`src/rtl/uart_tx_scheduler.sv`:
```
// Round-robin scheduler that lets three requesters share one UART transmitter.
// A granted requester's byte and baud code are captured at grant time; the
// shared baud controller is retuned (and given time to settle) only when the
// captured code differs from the one currently driven.
module uart_tx_scheduler #(
    parameter int SETTLE_TICKS = 16,
    parameter int BUSY_TIMEOUT = 8
) (
    input  logic        clk,
    input  logic        reset,
    input  logic [2:0]  req,
    input  logic [23:0] req_data,
    input  logic [8:0]  req_baud,
    output logic [2:0]  grant,
    output logic [2:0]  done,
    output logic        err,
    output logic [2:0]  baud_select,
    input  logic        sample_ENABLE,
    output logic [7:0]  tx_data,
    output logic        tx_wr,
    output logic        tx_en,
    input  logic        tx_busy
);

    localparam int SW = $clog2(SETTLE_TICKS + 1);
    localparam int TW = $clog2(BUSY_TIMEOUT + 1);
    localparam logic [SW-1:0] SETTLE_LAST  = SW'(SETTLE_TICKS - 1);
    localparam logic [TW-1:0] TIMEOUT_LAST = TW'(BUSY_TIMEOUT - 1);

    typedef enum logic [2:0] {
        IDLE      = 3'd0,
        CONFIG    = 3'd1,
        LOAD      = 3'd2,
        WAIT_BUSY = 3'd3,
        WAIT_DONE = 3'd4,
        DONE      = 3'd5
    } state_t;

    state_t          state_r;
    state_t          state_s;
    logic [1:0]      owner_r;
    logic [1:0]      last_grant_r;
    logic [1:0]      winner_s;
    logic [7:0]      byte_r;
    logic [7:0]      win_byte_s;
    logic [2:0]      baud_r;
    logic [2:0]      win_baud_s;
    logic [2:0]      win_onehot_s;
    logic            settle_active_r;
    logic [SW-1:0]   settle_cnt_r;
    logic [TW-1:0]   tmo_cnt_r;
    logic            timeout_s;
    logic [2:0]      grant_r;
    logic [2:0]      done_r;
    logic            err_r;
    logic [2:0]      baud_select_r;
    logic [7:0]      tx_data_r;
    logic            tx_wr_r;
    logic            tx_en_r;

    assign grant       = grant_r;
    assign done        = done_r;
    assign err         = err_r;
    assign baud_select = baud_select_r;
    assign tx_data     = tx_data_r;
    assign tx_wr       = tx_wr_r;
    assign tx_en       = tx_en_r;

    // Round-robin pick: search starts at the requester after the last owner.
    function automatic logic [1:0] rr_pick(input logic [2:0] r, input logic [1:0] last);
        logic [1:0] p;
        p = 2'd0;
        case (last)
            2'd0:    begin if (r[1]) p = 2'd1; else if (r[2]) p = 2'd2; else p = 2'd0; end
            2'd1:    begin if (r[2]) p = 2'd2; else if (r[0]) p = 2'd0; else p = 2'd1; end
            default: begin if (r[0]) p = 2'd0; else if (r[1]) p = 2'd1; else p = 2'd2; end
        endcase
        return p;
    endfunction

    // Arbitration winner and the byte/baud/one-hot belonging to it.
    always_comb begin
        winner_s = rr_pick(req, last_grant_r);
        case (winner_s)
            2'd0: begin
                win_byte_s   = req_data[7:0];
                win_baud_s   = req_baud[2:0];
                win_onehot_s = 3'b001;
            end
            2'd1: begin
                win_byte_s   = req_data[15:8];
                win_baud_s   = req_baud[5:3];
                win_onehot_s = 3'b010;
            end
            default: begin
                win_byte_s   = req_data[23:16];
                win_baud_s   = req_baud[8:6];
                win_onehot_s = 3'b100;
            end
        endcase
    end

    // Next-state logic; unreachable encodings fall back to IDLE.
    always_comb begin
        state_s   = state_r;
        timeout_s = 1'b0;
        case (state_r)
            IDLE: begin
                if (req != 3'b000) state_s = CONFIG;
                else               state_s = IDLE;
            end
            CONFIG: begin
                if (settle_active_r) begin
                    if (sample_ENABLE && (settle_cnt_r == SETTLE_LAST)) state_s = LOAD;
                    else                                                 state_s = CONFIG;
                end else if (baud_r == baud_select_r) begin
                    state_s = LOAD;
                end else begin
                    state_s = CONFIG;
                end
            end
            LOAD: state_s = WAIT_BUSY;
            WAIT_BUSY: begin
                if (tx_busy) begin
                    state_s = WAIT_DONE;
                end else if (tmo_cnt_r == TIMEOUT_LAST) begin
                    state_s   = DONE;
                    timeout_s = 1'b1;
                end else begin
                    state_s = WAIT_BUSY;
                end
            end
            WAIT_DONE: begin
                if (!tx_busy) state_s = DONE;
                else          state_s = WAIT_DONE;
            end
            DONE:    state_s = IDLE;
            default: state_s = IDLE;
        endcase
    end

    // State register.
    always_ff @(posedge clk) begin
        if (reset) state_r <= IDLE;
        else       state_r <= state_s;
    end

    // Transfer context: captured request, baud retune/settle counter, busy timeout counter.
    always_ff @(posedge clk) begin
        if (reset) begin
            owner_r         <= 2'd0;
            last_grant_r    <= 2'd2;
            byte_r          <= 8'h00;
            baud_r          <= 3'b000;
            baud_select_r   <= 3'b000;
            settle_active_r <= 1'b0;
            settle_cnt_r    <= {SW{1'b0}};
            tmo_cnt_r       <= {TW{1'b0}};
        end else begin
            case (state_r)
                IDLE: begin
                    if (req != 3'b000) begin
                        owner_r         <= winner_s;
                        byte_r          <= win_byte_s;
                        baud_r          <= win_baud_s;
                        settle_active_r <= 1'b0;
                        settle_cnt_r    <= {SW{1'b0}};
                    end
                end
                CONFIG: begin
                    // The tick coincident with the retune is deliberately not counted.
                    if (settle_active_r) begin
                        if (sample_ENABLE && (state_s == CONFIG))
                            settle_cnt_r <= settle_cnt_r + SW'(1);
                    end else if (baud_r != baud_select_r) begin
                        baud_select_r   <= baud_r;
                        settle_active_r <= 1'b1;
                        settle_cnt_r    <= {SW{1'b0}};
                    end
                end
                LOAD: tmo_cnt_r <= TW'(1);
                WAIT_BUSY: begin
                    if (state_s == WAIT_BUSY) tmo_cnt_r <= tmo_cnt_r + TW'(1);
                end
                DONE: begin
                    last_grant_r    <= owner_r;
                    settle_active_r <= 1'b0;
                end
                default: begin
                end
            endcase
        end
    end

    // Registered outputs, aligned with the state they belong to.
    always_ff @(posedge clk) begin
        if (reset) begin
            grant_r   <= 3'b000;
            done_r    <= 3'b000;
            err_r     <= 1'b0;
            tx_wr_r   <= 1'b0;
            tx_en_r   <= 1'b0;
            tx_data_r <= 8'h00;
        end else begin
            tx_wr_r <= (state_s == LOAD);
            tx_en_r <= (state_s == LOAD) || (state_s == WAIT_BUSY) || (state_s == WAIT_DONE);
            err_r   <= timeout_s;
            done_r  <= (state_s == DONE) ? grant_r : 3'b000;
            if (state_s == LOAD) tx_data_r <= byte_r;
            if (state_s == IDLE)      grant_r <= 3'b000;
            else if (state_r == IDLE) grant_r <= win_onehot_s;
        end
    end

endmodule
```
`config.mk`:
```
export PLATFORM = sky130hd
export DESIGN_NAME = uart_tx_scheduler
export DESIGN_NICKNAME = d
export VERILOG_FILES = /design/src/rtl/uart_tx_scheduler.sv
export SDC_FILE = /design/constraint.sdc
export NUM_CORES = 1
export LEC_CHECK = 0
export BUFFER_PORTS_ARGS = -buffer_cell sky130_fd_sc_hd__buf_4
export CAP_MARGIN = 10
export CORE_UTILIZATION = 52
export DETAILED_ROUTE_END_ITERATION = 12
export PLACE_DENSITY = 0.79
export REMOVE_ABC_BUFFERS = 1
export SYNTH_ARGS = -nofsm -noshare
export SYNTH_HDL_FRONTEND = slang
export SYNTH_SLANG_ARGS = --single-unit
```
`constraint.sdc`:
```
create_clock -name clk -period 2.6 [get_ports clk]
set_clock_uncertainty 0.05 [all_clocks]
set_input_delay 0.39 -clock clk [delete_from_list [all_inputs] [get_ports clk]]
set_output_delay 0.39 -clock clk [all_outputs]
set_load 0.03 [all_outputs]
```
== Yosys cells after proc, flatten, opt, wreduce, memory -nomap -nowiden ==
Cells that the tools add are included.
Word-level totals
  output and inout bits: 20
  input bits: 40
  register bits: 48
  word-level logic and storage cells: 90
Cells by class
  multiplexer cells: 30
  bitwise operators: 3
  $add $sub $neg: 2
  equality and inequality tests: 20
  reductions and logical operators: 20
Operator list (number)
  $mux 5: 4
  $pmux 8 s2: 1
  $pmux 3 s5: 1
  $mux 2: 7
  $eq 3x2->1 const B: 4
  $eq 3x3->1 const B: 4
  $pmux 3 s2: 2
  $pmux 5 s2: 1
  $mux 3: 3
  $pmux 4 s2: 1
  $mux 1: 7
  $eq 3x1->1 const B: 2
  $logic_not 3->1: 2
  $ne 3x3->1 const B: 2
  $reduce_and 2->1: 3
  $reduce_bool 3->1: 2
  $add 5x1->5 const B: 1
  $eq 5x4->1 const B: 1
  $add 4x1->4 const B: 1
  $eq 2x1->1 const B: 2
  $eq 4x3->1 const B: 1
  $logic_not 2->1: 2
  $mux 4: 1
  $ne 2x2->1 const B: 2
  12 further kinds: 18

== Logic depth before layout (Yosys ltp) ==
Gate-level depths: netlist of the first run.
  depth in word-level cells: 10
  depth in mapped cells: 9
  mapped depth without buffers: 8

== Worst setup path after synthesis of the first run ==
Ideal clock, no wire load.
  path type: reg-to-reg
  from: register settle_cnt_r[0]
  to: register settle_cnt_r[2]
  slack: 0.563 ns
  stages on the path, launching flop included: 10
  required time: 2.471 ns
  library setup time: 0.079 ns
  period minus slack after synthesis: 2.037 ns
  arrival: 1.907 ns
  path buffers: 1
  path through: dfxtp_1 -> ha_1 -> and3_1 -> ha_1 -> and3_4 -> a41oi_2 -> nand2b_1 -> buf_4 -> a41oi_1 -> a211oi_2
On the way
  longest elaborated chain between the ends: 9
  elaborated cells on any way between the ends: 13
  those cells by class: 1 x add/sub; 3 x eq/ne; 6 x mux; 3 x reduce/logical
RTL lines
  start, declared: RTL line 50  | logic [SW-1:0] settle_cnt_r;
  start signal, assigned: RTL line 157  | settle_cnt_r <= {SW{1'b0}};
  start signal, assigned: RTL line 167  | settle_cnt_r <= {SW{1'b0}};
  start signal, assigned: RTL line 174  | settle_cnt_r <= settle_cnt_r + SW'(1);
  $eq 5x4->1: RTL line 114  | if (sample_ENABLE && (settle_cnt_r == SETTLE_LAST)) state_s = LOAD;
  $logic_and 1x1->1: RTL line 114
  $mux 2: RTL line 114
  $mux 3: RTL line 113  | if (settle_active_r) begin
  $pmux 3 s5: RTL line 107  | case (state_r)
  $eq 3x1->1: RTL line 173  | if (sample_ENABLE && (state_s == CONFIG))
  $logic_and 1x1->1: RTL line 173
  $ne 3x3->1 (no source line)
  $reduce_and 4->1 (no source line)
Several ways; a longest one is shown, not always the timed one. The select of a mux whose other input is x is not followed.
A chain may end at the register's enable or synchronous reset.

== Worst setup path after layout of the first run ==
  from: register settle_cnt_r[0]
  to: register tx_data_r[2] (netlist: tx_data[2])
On the way
  longest elaborated chain between the ends: 6
RTL lines
  $eq 5x4->1: RTL line 114
  $logic_and 1x1->1: RTL line 114
  $mux 2: RTL line 114
  $mux 3: RTL line 113
  $pmux 3 s5: RTL line 107
  $eq 3x2->1: RTL line 209  | if (state_s == LOAD) tx_data_r <= byte_r;
  end signal, assigned: RTL line 209
  end, declared: RTL line 57  | logic [7:0] tx_data_r;
No other way between the ends.

==> run_results.csv, run 1 <==
group,metric,value,unit
status,outcome,"finished clean",
power,power_density,996,nW/um2
setup_path,crit_path_end_kind,"flip-flop",
floorplanning,start_util,0.557,
setup_path,endpoint,"tx_data[2]",
setup_path,worst-path-max-fanout,8,
setup_path,timing.rr.start,"settle_cnt_r[0]",
clock_tree,htree_levels,2,
power,p_leak,0.00119,uW
timing,rsz0062_at_grt,"false",
yosys,ys_seq_area_frac,0.419,
job,maxCapViolations,0,
clock_tree,hold_buffers,0,
timing,finalCriticalPeriod,2.22,ns
clock_tree,post-cts-setup-buffers,0,
setup_path,startpoint_type,"flip-flop",
routing,drtPass1Iterations,4,
min_path,hp-start,"tx_busy",
grt,first_global_vias,1754,
floorplanning,dieArea,4680,um2
final_layout,drive_gt1_frac,0.260,
grt,globalRouteTotalUtil,0.227,
timing,setup_viol,0,
final_layout,final_nets,355,
routing,drt_iter0_drc,136,
grt,grt_max_degree,46,
floorplanning,io_pins,60,
grt,grt_pass1_wl,7.97,mm
routing,drc,0,
placed_design,gp_congestion,0.804,
power,combPwrFrac,0.481,
yosys,synthCells,256,
yosys,syn_area_per_cell,8.95,um2
power,p_switching,1160,uW
routing,dr_total_vias,2006,
clock_tree,clockBufferDepth,2,
yosys,synth_compound_gate_area_share,0.211,
setup_path,r2r_cells,9,
power,internal_power,1660,uW
timing,worst_pin_slew,0.525,ns
setup_path,cp.arrival,2.35,ns
timing,maxSlewViolCount,0,
routing,routed_wl,4.88,mm
clock_tree,insertion_delay,0.30,ns
setup_path,critical_path_class,"reg2reg",
setup_path,worst_ep_required_time,2.73,ns
routing,routedWlPerCell,13.5,um
yosys,synth_top_family_by_area,"simple AND/OR/NAND/NOR gates",
setup_path,reg2reg_slack,0.38,ns
timing,slew_headroom,0.650,
routing,routed_via_density,5.54,
grt,grt_antenna_before_repair,0,
grt,grt.overflow.total,0,
placed_design,place_ws,0.396,ns
yosys,synth_seq_cells,48,
power,ir_worst_vdd,0.656,mV
routing,postRouteAntennaNets,0,
setup_path,r2r_end,"tx_data[2]",
timing,finalHoldViolations,0,
yosys,synth.distinct_cells,51,
final_layout,final_common_cell,"buf_4",
power,switching_share,0.411,
clock_tree,cts_tree,"built",
clock_tree,cts_root_buf,"clkbuf_8",
floorplanning,die_w,68.4,um
timing,final.setup.tns,0,ns
yosys,synthAdderAreaFrac,0.0164,
timing,hold_slack,0.262,ns
final_layout,area_delta_synth_final,23.6,%
yosys,muxShareOfSynthArea,0.0480,
clock_tree,clock-sinks,48,
power,power.share.sequential,0.374,
floorplanning,die_height,68.4,um
timing,setup_slack,0.382,ns
yosys,syn-cell-area,2290,um2
timing,min_period_over_period,0.853,
yosys,yosys.area_share.xor_xnor,0.0115,
clock_tree,numCtsBuffers,5,
final_layout,layout_common_cells,"buf_4, dfxtp_1, nor2_1",
clock_tree,cts.clk_slew.worst_paths,0.08,ns
final_layout,n_antenna_cell,0,
placed_design,portBuffers,59,
clock_tree,cts_resized,0,
timing,clock.fmax,451,MHz
yosys,yosys.area_share.simple,0.251,
power,p_clk_frac,0.145,
floorplanning,num_rows,23,
placed_design,dpl.hpwl,3.61,mm
floorplanning,core,4120,um2
setup_path,crit_start,"settle_cnt_r[0]",
min_path,hold_path_class,"in2reg",
yosys,yosysWarnings,0,
==> registers in the layout, indices dropped and copies added (netlist names) <==
| signal | count |
|---|---|
| byte_r | 8 |
| tx_data | 8 |
| settle_cnt_r | 5 |
| tmo_cnt_r | 4 |
| baud_r | 3 |
| baud_select | 3 |
| done | 3 |
| grant | 3 |
| state_r | 3 |
| last_grant_r | 2 |
| owner_r | 2 |
| err | 1 |
| settle_active_r | 1 |
| tx_en | 1 |
| tx_wr | 1 |
==> kinds of logic (layout without fill, tap and decap cells) <==
logic type      count (synthesis)  after routing
simple gates                  109            109
compound gates                 62             62
flops                          48             48
buf+inv                        20             76
mux                            11             11
fa+ha+maj                       3              3
xor+xnor                        3              3
==> power by group through the flow <==
stage          Sequential (uW)  Clock [uW]  Combinational [uW]
2_1_floorplan             1160           0                 836
3_3_place_gp              1070           0                1340
3_5_place_dp              1070           0                1360
4_1_cts                   1060         421                1360
5_1_grt                   1080         451                1490
6_report                  1050         410                1360
==> Yosys cell counts, drive strengths merged <==
| cell type | number | area [um2] |
|---|---|---|
| o21ai | 9 | 45.0 |
| a21oi | 11 | 55.1 |
| a221oi | 11 | 96.3 |
| and2 | 5 | 31.3 |
| a211o | 1 | 8.76 |
| or2 | 1 | 6.26 |
| nand4b | 1 | 8.76 |
| nand3 | 4 | 20.0 |
| and2b | 2 | 15.0 |
| xnor2 | 3 | 26.3 |
| o21bai | 1 | 11.3 |
| o32ai | 2 | 17.5 |
| nor4b | 2 | 17.5 |
| ha | 3 | 37.5 |
| a31oi | 1 | 6.26 |
| a211oi | 16 | 143 |
| nor3 | 8 | 56.3 |
| nand4 | 2 | 12.5 |
| or3b | 3 | 26.3 |
| o31ai | 1 | 7.51 |
| buf | 7 | 50.1 |
| a41o | 1 | 10.0 |
| nand2b | 5 | 31.3 |
| o21a | 1 | 7.51 |
| inv | 5 | 18.8 |
| o211a | 1 | 10.0 |
| a41oi | 3 | 33.8 |
| or4b | 1 | 10.0 |
| nand2 | 23 | 86.3 |
| and3b | 1 | 8.76 |
| and3 | 5 | 36.3 |
| clkbuf | 8 | 30.0 |
| nor2b | 3 | 18.8 |
| nor2 | 42 | 181 |
| mux2i | 11 | 110 |
| o2bb2ai | 1 | 15.0 |
| nor3b | 1 | 7.51 |
| a22o | 1 | 8.76 |
| o31a | 1 | 8.76 |
| dfxtp | 48 | 961 |
==> worst min-delay path by stage <==
stage,cells after the start,endpoint
after floorplan,2,last_grant_r[0]
after global placement,2,last_grant_r[0]
after detailed placement,2,last_grant_r[0]
after CTS,2,err
after global routing,2,err
final,2,err
==> layout make-up <==
type                            count  area (um2)
Timing Repair Buffer               64         480
Inverter                            5        18.8
Fill cell                         352        1280
Clock buffer                        6        72.6
Tap cell                           50        62.6
Sequential cell                    48         961
Clock inverter                      1        5.00
Multi-Input combinational cell    188        1230
==> worst max-delay path, cell delays in order, from the launching register on <==
cell      delay (ns)
dfxtp_1         0.33
ha_1            0.22
and3_1          0.20
ha_1            0.18
and3_4          0.19
a41oi_2         0.18
nand2b_1        0.30
buf_4           0.20
mux2i_1         0.19
nor2_1          0.05
==> per-layer routing <==
layer | global-route usage | vias to the layer above | wire (um)
met3 | 0.0617 | 7 | 220
met2 | 0.346 | 43 | 2250
li1 | - | 1031 | -
met4 | 0.0885 | 0 | 73
met1 | 0.301 | 925 | 2330
met5 | 0 | - | 0
==> metrics by stage <==
stage	power, uW	instances	util	cell area, um2
floorplan	2000	241	-	2210
global placement	2410	355	0.670	2760
detailed placement	2430	355	0.670	2760
CTS	2840	362	0.688	2830
global route	3020	362	0.688	2830
finish	2820	362	0.688	2830
Note: power is estimated with default switching activity, not from simulation.
==> run 2: changes to the inputs <==
--- a/config.mk
+++ b/config.mk
@@ -6,10 +6,10 @@
 export NUM_CORES = 1
 export LEC_CHECK = 0
 export BUFFER_PORTS_ARGS = -buffer_cell sky130_fd_sc_hd__buf_4
-export CAP_MARGIN = 10
-export CORE_UTILIZATION = 52
+export CAP_MARGIN = 20
+export CORE_UTILIZATION = 56
 export DETAILED_ROUTE_END_ITERATION = 12
-export PLACE_DENSITY = 0.79
+export PLACE_DENSITY = 0.84
 export REMOVE_ABC_BUFFERS = 1
 export SYNTH_ARGS = -nofsm -noshare
 export SYNTH_HDL_FRONTEND = slang
==> constraint.sdc (replaced) <==
create_clock -name clk -period 2.85 [get_ports clk]
set_clock_uncertainty 0.05 [all_clocks]
set_input_delay 0.4275 -clock clk [delete_from_list [all_inputs] [get_ports clk]]
set_output_delay 0.4275 -clock clk [all_outputs]
set_load 0.03 [all_outputs]
==> run_results.csv, run 2 (same netlist as run 1, synthesis figures left out) <==
group,metric,value,unit
status,outcome,"finished clean",
placed_design,place_ws,0.450,ns
floorplanning,core,3800,um2
grt,grt_antenna_before_repair,0,
placed_design,portBuffers,59,
grt,first_global_vias,1938,
routing,dr_total_vias,2042,
setup_path,crit_buf_inv,0,
routing,routed_via_density,5.72,
power,ir_worst_vdd,0.470,mV
final_layout,area_delta_synth_final,23.5,%
clock_tree,clock-sinks,48,
clock_tree,cts_resized,0,
clock_tree,cts_tree,"built",
floorplanning,start_util,0.603,
setup_path,crit_chain,"ha_1, and3_1, ha_1, and3_4, a41oi_2, nand2b_1, a41oi_1, a211oi_1",
final_layout,final_nets,351,
final_layout,n_antenna_cell,0,
setup_path,critical_path_class,"reg2reg",
setup_path,crit_path_end_kind,"flip-flop",
setup_path,cp.arrival,2.58,ns
clock_tree,htree_levels,2,
clock_tree,cts_root_buf,"clkbuf_8",
grt,globalRouteTotalUtil,0.262,
routing,postRouteAntennaNets,0,
setup_path,startpoint_type,"flip-flop",
floorplanning,die_w,66.0,um
grt,grt_max_degree,46,
clock_tree,insertion_delay,0.30,ns
final_layout,multi_input_area,1230,um2
timing,maxSlewViolCount,0,
routing,routed_wl,5.05,mm
final_layout,layout_common_cells,"buf_4, dfxtp_1, nor2_1",
grt,grt.overflow.total,0,
min_path,holdPathStages,2,
final_layout,fin_util,0.745,
setup_path,crit_path_frequent_cell,"ha_1",
timing,rsz0062_at_grt,"false",
setup_path,path_depth,8,
routing,routedWlPerCell,14.1,um
placed_design,gp_congestion,0.806,
power,p_leak,0.00118,uW
timing,min_period_over_period,0.848,
timing,finalHoldViolations,0,
routing,drtPass1Iterations,4,
timing,final.setup.tns,0,ns
job,maxCapViolations,0,
setup_path,crit_path_max_incr_delay,0.46,ns
setup_path,r2r_cells,8,
setup_path,worst-path-max-fanout,11,
clock_tree,numCtsBuffers,5,
floorplanning,io_pins,60,
min_path,hold_path_class,"in2reg",
final_layout,final_common_cell,"buf_4",
final_layout,postLayoutCellArea,2830,um2
clock_tree,post-cts-setup-buffers,0,
final_layout,drive_gt1_frac,0.252,
power,power_density,928,nW/um2
clock_tree,cts.clk_slew.worst_paths,0.08,ns
grt,grt_pass1_wl,8.65,mm
timing,finalCriticalPeriod,2.42,ns
setup_path,cpMaxStageDelayCell,"nand2b_1",
routing,drt_iter0_drc,148,
floorplanning,dieArea,4350,um2
timing,setup_slack,0.433,ns
timing,clock.fmax,414,MHz
final_layout,fillers,289,
final_layout,regArea,961,um2
setup_path,crit_family,"simple AND/OR/NAND/NOR gates",
clock_tree,hold_buffers,0,
placed_design,dpl.hpwl,3.61,mm
timing,worst_pin_slew,0.626,ns
floorplanning,die_height,66.0,um
timing,setup_viol,0,
timing,slew_headroom,0.583,
setup_path,worst_ep_required_time,3.01,ns
placed_design,place_area,2720,um2
floorplanning,num_rows,22,
clock_tree,clockBufferDepth,2,
routing,drc,0,
[run 2: layer usage]
| metal | track usage | wire [um] | up-vias |
|---|---|---|---|
| met5 | 0 | 0 | - |
| met4 | 0.0931 | 41 | 0 |
| met3 | 0.0741 | 266 | 4 |
| met2 | 0.449 | 2430 | 52 |
| met1 | 0.309 | 2310 | 959 |
| li1 | - | - | 1027 |
[run 2: final timing paths]
path	slack, ns	to	from
max	0.43	settle_cnt_r[3]	settle_cnt_r[0]
min	0.30	err	tx_busy
max reg2reg	0.43	settle_cnt_r[3]	settle_cnt_r[0]
min reg2reg	0.43	last_grant_r[0]	last_grant_r[0]
[run 2: final cells by class]
class	count	share of cell area
inverters	5	0.00663
flip-flops and latches	48	0.340
repair buffers	60	0.159
well taps	48	0.0212
multi-input cells	188	0.435
clock buffers	6	0.0256
clock inverters	2	0.0124
[run 2: stage by stage]
| step | hold slack [ns] | instances | total power (uW) |
|---|---|---|---|
| 3_5_place_dp | 0.421 | 349 | 2160 |
| 6_report | 0.295 | 357 | 2630 |
| 5_1_grt | 0.278 | 357 | 2820 |
| 2_1_floorplan | 0.383 | 241 | 1820 |
| 4_1_cts | 0.284 | 357 | 2640 |
| 3_3_place_gp | 0.403 | 349 | 2130 |
[run 2: power by group]
group | total, uW | internal [uW] | leakage, uW | switching, uW
Sequential | 976 | 832 | 0.000392 | 144
Clock | 477 | 260 | 0.0000552 | 217
Combinational | 1170 | 469 | 0.000735 | 704
==> run 3: changes to the inputs <==
--- a/config.mk
+++ b/config.mk
@@ -5,11 +5,12 @@
 export SDC_FILE = /design/constraint.sdc
 export NUM_CORES = 1
 export LEC_CHECK = 0
+export ABC_AREA = 1
 export BUFFER_PORTS_ARGS = -buffer_cell sky130_fd_sc_hd__buf_4
 export CAP_MARGIN = 20
-export CORE_UTILIZATION = 56
+export CORE_UTILIZATION = 47
 export DETAILED_ROUTE_END_ITERATION = 12
-export PLACE_DENSITY = 0.84
+export PLACE_DENSITY = 0.75
 export REMOVE_ABC_BUFFERS = 1
 export SYNTH_ARGS = -nofsm -noshare
 export SYNTH_HDL_FRONTEND = slang
==> constraint.sdc (replaced) <==
create_clock -name clk -period 2.06 [get_ports clk]
set_clock_uncertainty 0.05 [all_clocks]
set_input_delay 0.309 -clock clk [delete_from_list [all_inputs] [get_ports clk]]
set_output_delay 0.309 -clock clk [all_outputs]
set_load 0.03 [all_outputs]
==> run_results.csv, run 3 <==
group,metric,value,unit
status,outcome,"finished, violations left",
status,failed_checks,"design-rule violations",
grt,first_global_vias,2105,
timing,slew_headroom,0.665,
floorplanning,die_w,71.2,um
grt,grt_antenna_before_repair,0,
routing,postRouteAntennaNets,0,
placed_design,place_ws,0.0970,ns
yosys,ys.flop_type,"dfxtp_1",
grt,globalRouteTotalUtil,0.225,
min_path,hold_path_class,"in2reg",
timing,min_period_over_period,0.921,
power,power_density,1400,nW/um2
clock_tree,post-cts-setup-buffers,0,
timing,finalCriticalPeriod,1.90,ns
yosys,synth.area.top_cells,"dfxtp_1, nand2_1, inv_1",
final_layout,drive_gt1_frac,0.247,
timing,worst_pin_slew,0.502,ns
clock_tree,cts_tree,"built",
yosys,ys_async_sr_fraction,0,
floorplanning,core,4470,um2
setup_path,crit_path_end_kind,"flip-flop",
floorplanning,die_height,71.2,um
clock_tree,cts.clk_slew.worst_paths,0.09,ns
yosys,synth_seq_cells,48,
clock_tree,clock-sinks,48,
routing,drt_iter0_drc,148,
power,p_leak,0.00135,uW
setup_path,startpoint_type,"flip-flop",
setup_path,critical_path_class,"reg2reg",
routing,dr_total_vias,2198,
final_layout,layout_common_cells,"buf_4, nand2_1, dfxtp_1",
clock_tree,hold_buffers,0,
grt,grt_max_degree,30,
setup_path,worst-path-max-fanout,8,
yosys,syn-cell-area,2250,um2
timing,setup_slack,0.163,ns
placed_design,gp_congestion,0.807,
floorplanning,io_pins,60,
final_layout,area_delta_synth_final,27.2,%
yosys,ys_seq_area_frac,0.427,
min_path,holdPathStages,2,
yosys,synth_common_cells,"nand2_1, dfxtp_1, inv_1",
routing,routed_via_density,5.14,
yosys,synthCells,312,
yosys,synth.largest_area_cell,"dfxtp_1",
yosys,yosysWarnings,0,
job,maxCapViolations,0,
final_layout,n_antenna_cell,0,
timing,setup_viol,0,
final_layout,final_nets,418,
clock_tree,cts_root_buf,"clkbuf_8",
routing,routed_wl,5.27,mm
yosys,synth_most_common_cell,"nand2_1",
final_layout,final_common_cell,"buf_4",
routing,drtPass1Iterations,8,
timing,final.setup.tns,0,ns
clock_tree,insertion_delay,0.30,ns
timing,finalHoldViolations,0,
clock_tree,numCtsBuffers,5,
setup_path,worst_ep_required_time,2.26,ns
timing,maxSlewViolCount,0,
clock_tree,htree_levels,2,
yosys,synth.distinct_cells,31,
routing,routedWlPerCell,12.3,um
final_layout,fin_util,0.640,
floorplanning,start_util,0.503,
placed_design,dpl.hpwl,3.89,mm
yosys,synth_top_area_share,0.427,
yosys,syn_area_per_cell,7.21,um2
setup_path,cp.arrival,2.10,ns
yosys,synth_edf_count,0,
floorplanning,dieArea,5070,um2
placed_design,portBuffers,59,
timing,clock.fmax,527,MHz
grt,grt_pass1_wl,9.03,mm
clock_tree,clockBufferDepth,2,
routing,drc,4,
clock_tree,cts_resized,0,
setup_path,r2r_cells,13,
power,ir_worst_vdd,0.702,mV
grt,grt.overflow.total,0,
timing,rsz0062_at_grt,"false",
floorplanning,num_rows,24,
run 3: metrics by stage:
stage | std cells | total power (uW) | hold WS (ns) | instance area, um2
floorplan | 303 | 2800 | 0.328 | 2210
global placement | 420 | 3370 | 0.386 | 2770
detailed placement | 420 | 3420 | 0.387 | 2770
CTS | 428 | 3990 | 0.128 | 2860
global route | 428 | 4310 | 0.138 | 2860
finish | 428 | 3990 | 0.136 | 2860
run 3: area by class of cell:
| cell class | instances | area [um2] |
|---|---|---|
| Inverter | 44 | 165 |
| Tap cell | 52 | 65.1 |
| Multi-Input combinational cell | 211 | 1090 |
| Fill cell | 422 | 1610 |
| Clock buffer | 8 | 90.1 |
| Timing Repair Buffer | 65 | 488 |
| Sequential cell | 48 | 961 |
run 3: routing by layer:
layer | vias up | track usage | part of all wire
li1 | 1141 | - | -
met4 | 0 | 0.107 | 0.029
met2 | 56 | 0.371 | 0.47
met1 | 987 | 0.287 | 0.46
met5 | - | 0 | 0
met3 | 14 | 0.0370 | 0.044
run 3: kinds of logic (layout without fill, tap and decap cells):
logic type                 after synthesis  in the layout  synth area share
buffers and inverters                   53            117            0.0906
adders and majority gates                3              3            0.0167
AOI/OAI and AO/OA                       70             70             0.178
DFF                                     48             48             0.427
xor gates and xnor gates                 2              2           0.00778
and+or+nand+nor                        136            136             0.280
run 3: worst paths after layout:
check	from	end	slack, ns
max	settle_cnt_r[0]	settle_cnt_r[1]	0.16
min	tx_busy	err	0.14
max reg2reg	settle_cnt_r[0]	settle_cnt_r[1]	0.16
min reg2reg	grant[1]	done[1]	0.40
run 3: worst max-delay path: stages (launching register included):
cell and delay, ns:
dfxtp_1 0.35, ha_1 0.21, nand2_1 0.08, nor2_1 0.05, ha_1 0.19, nand3_1 0.10
nand2_1 0.12, a21oi_4 0.20, nand3_2 0.11, nand2_4 0.13, nand2_4 0.07, nand2_1 0.06
nand2_1 0.04, nor2_1 0.07
run 3: report_power, final:
group | total [uW] | internal [uW] | switching, uW
logic | 2000 | 732 | 1270
registers | 1410 | 1230 | 183
clock network | 584 | 274 | 309
total | 3990 | 2230 | 1760
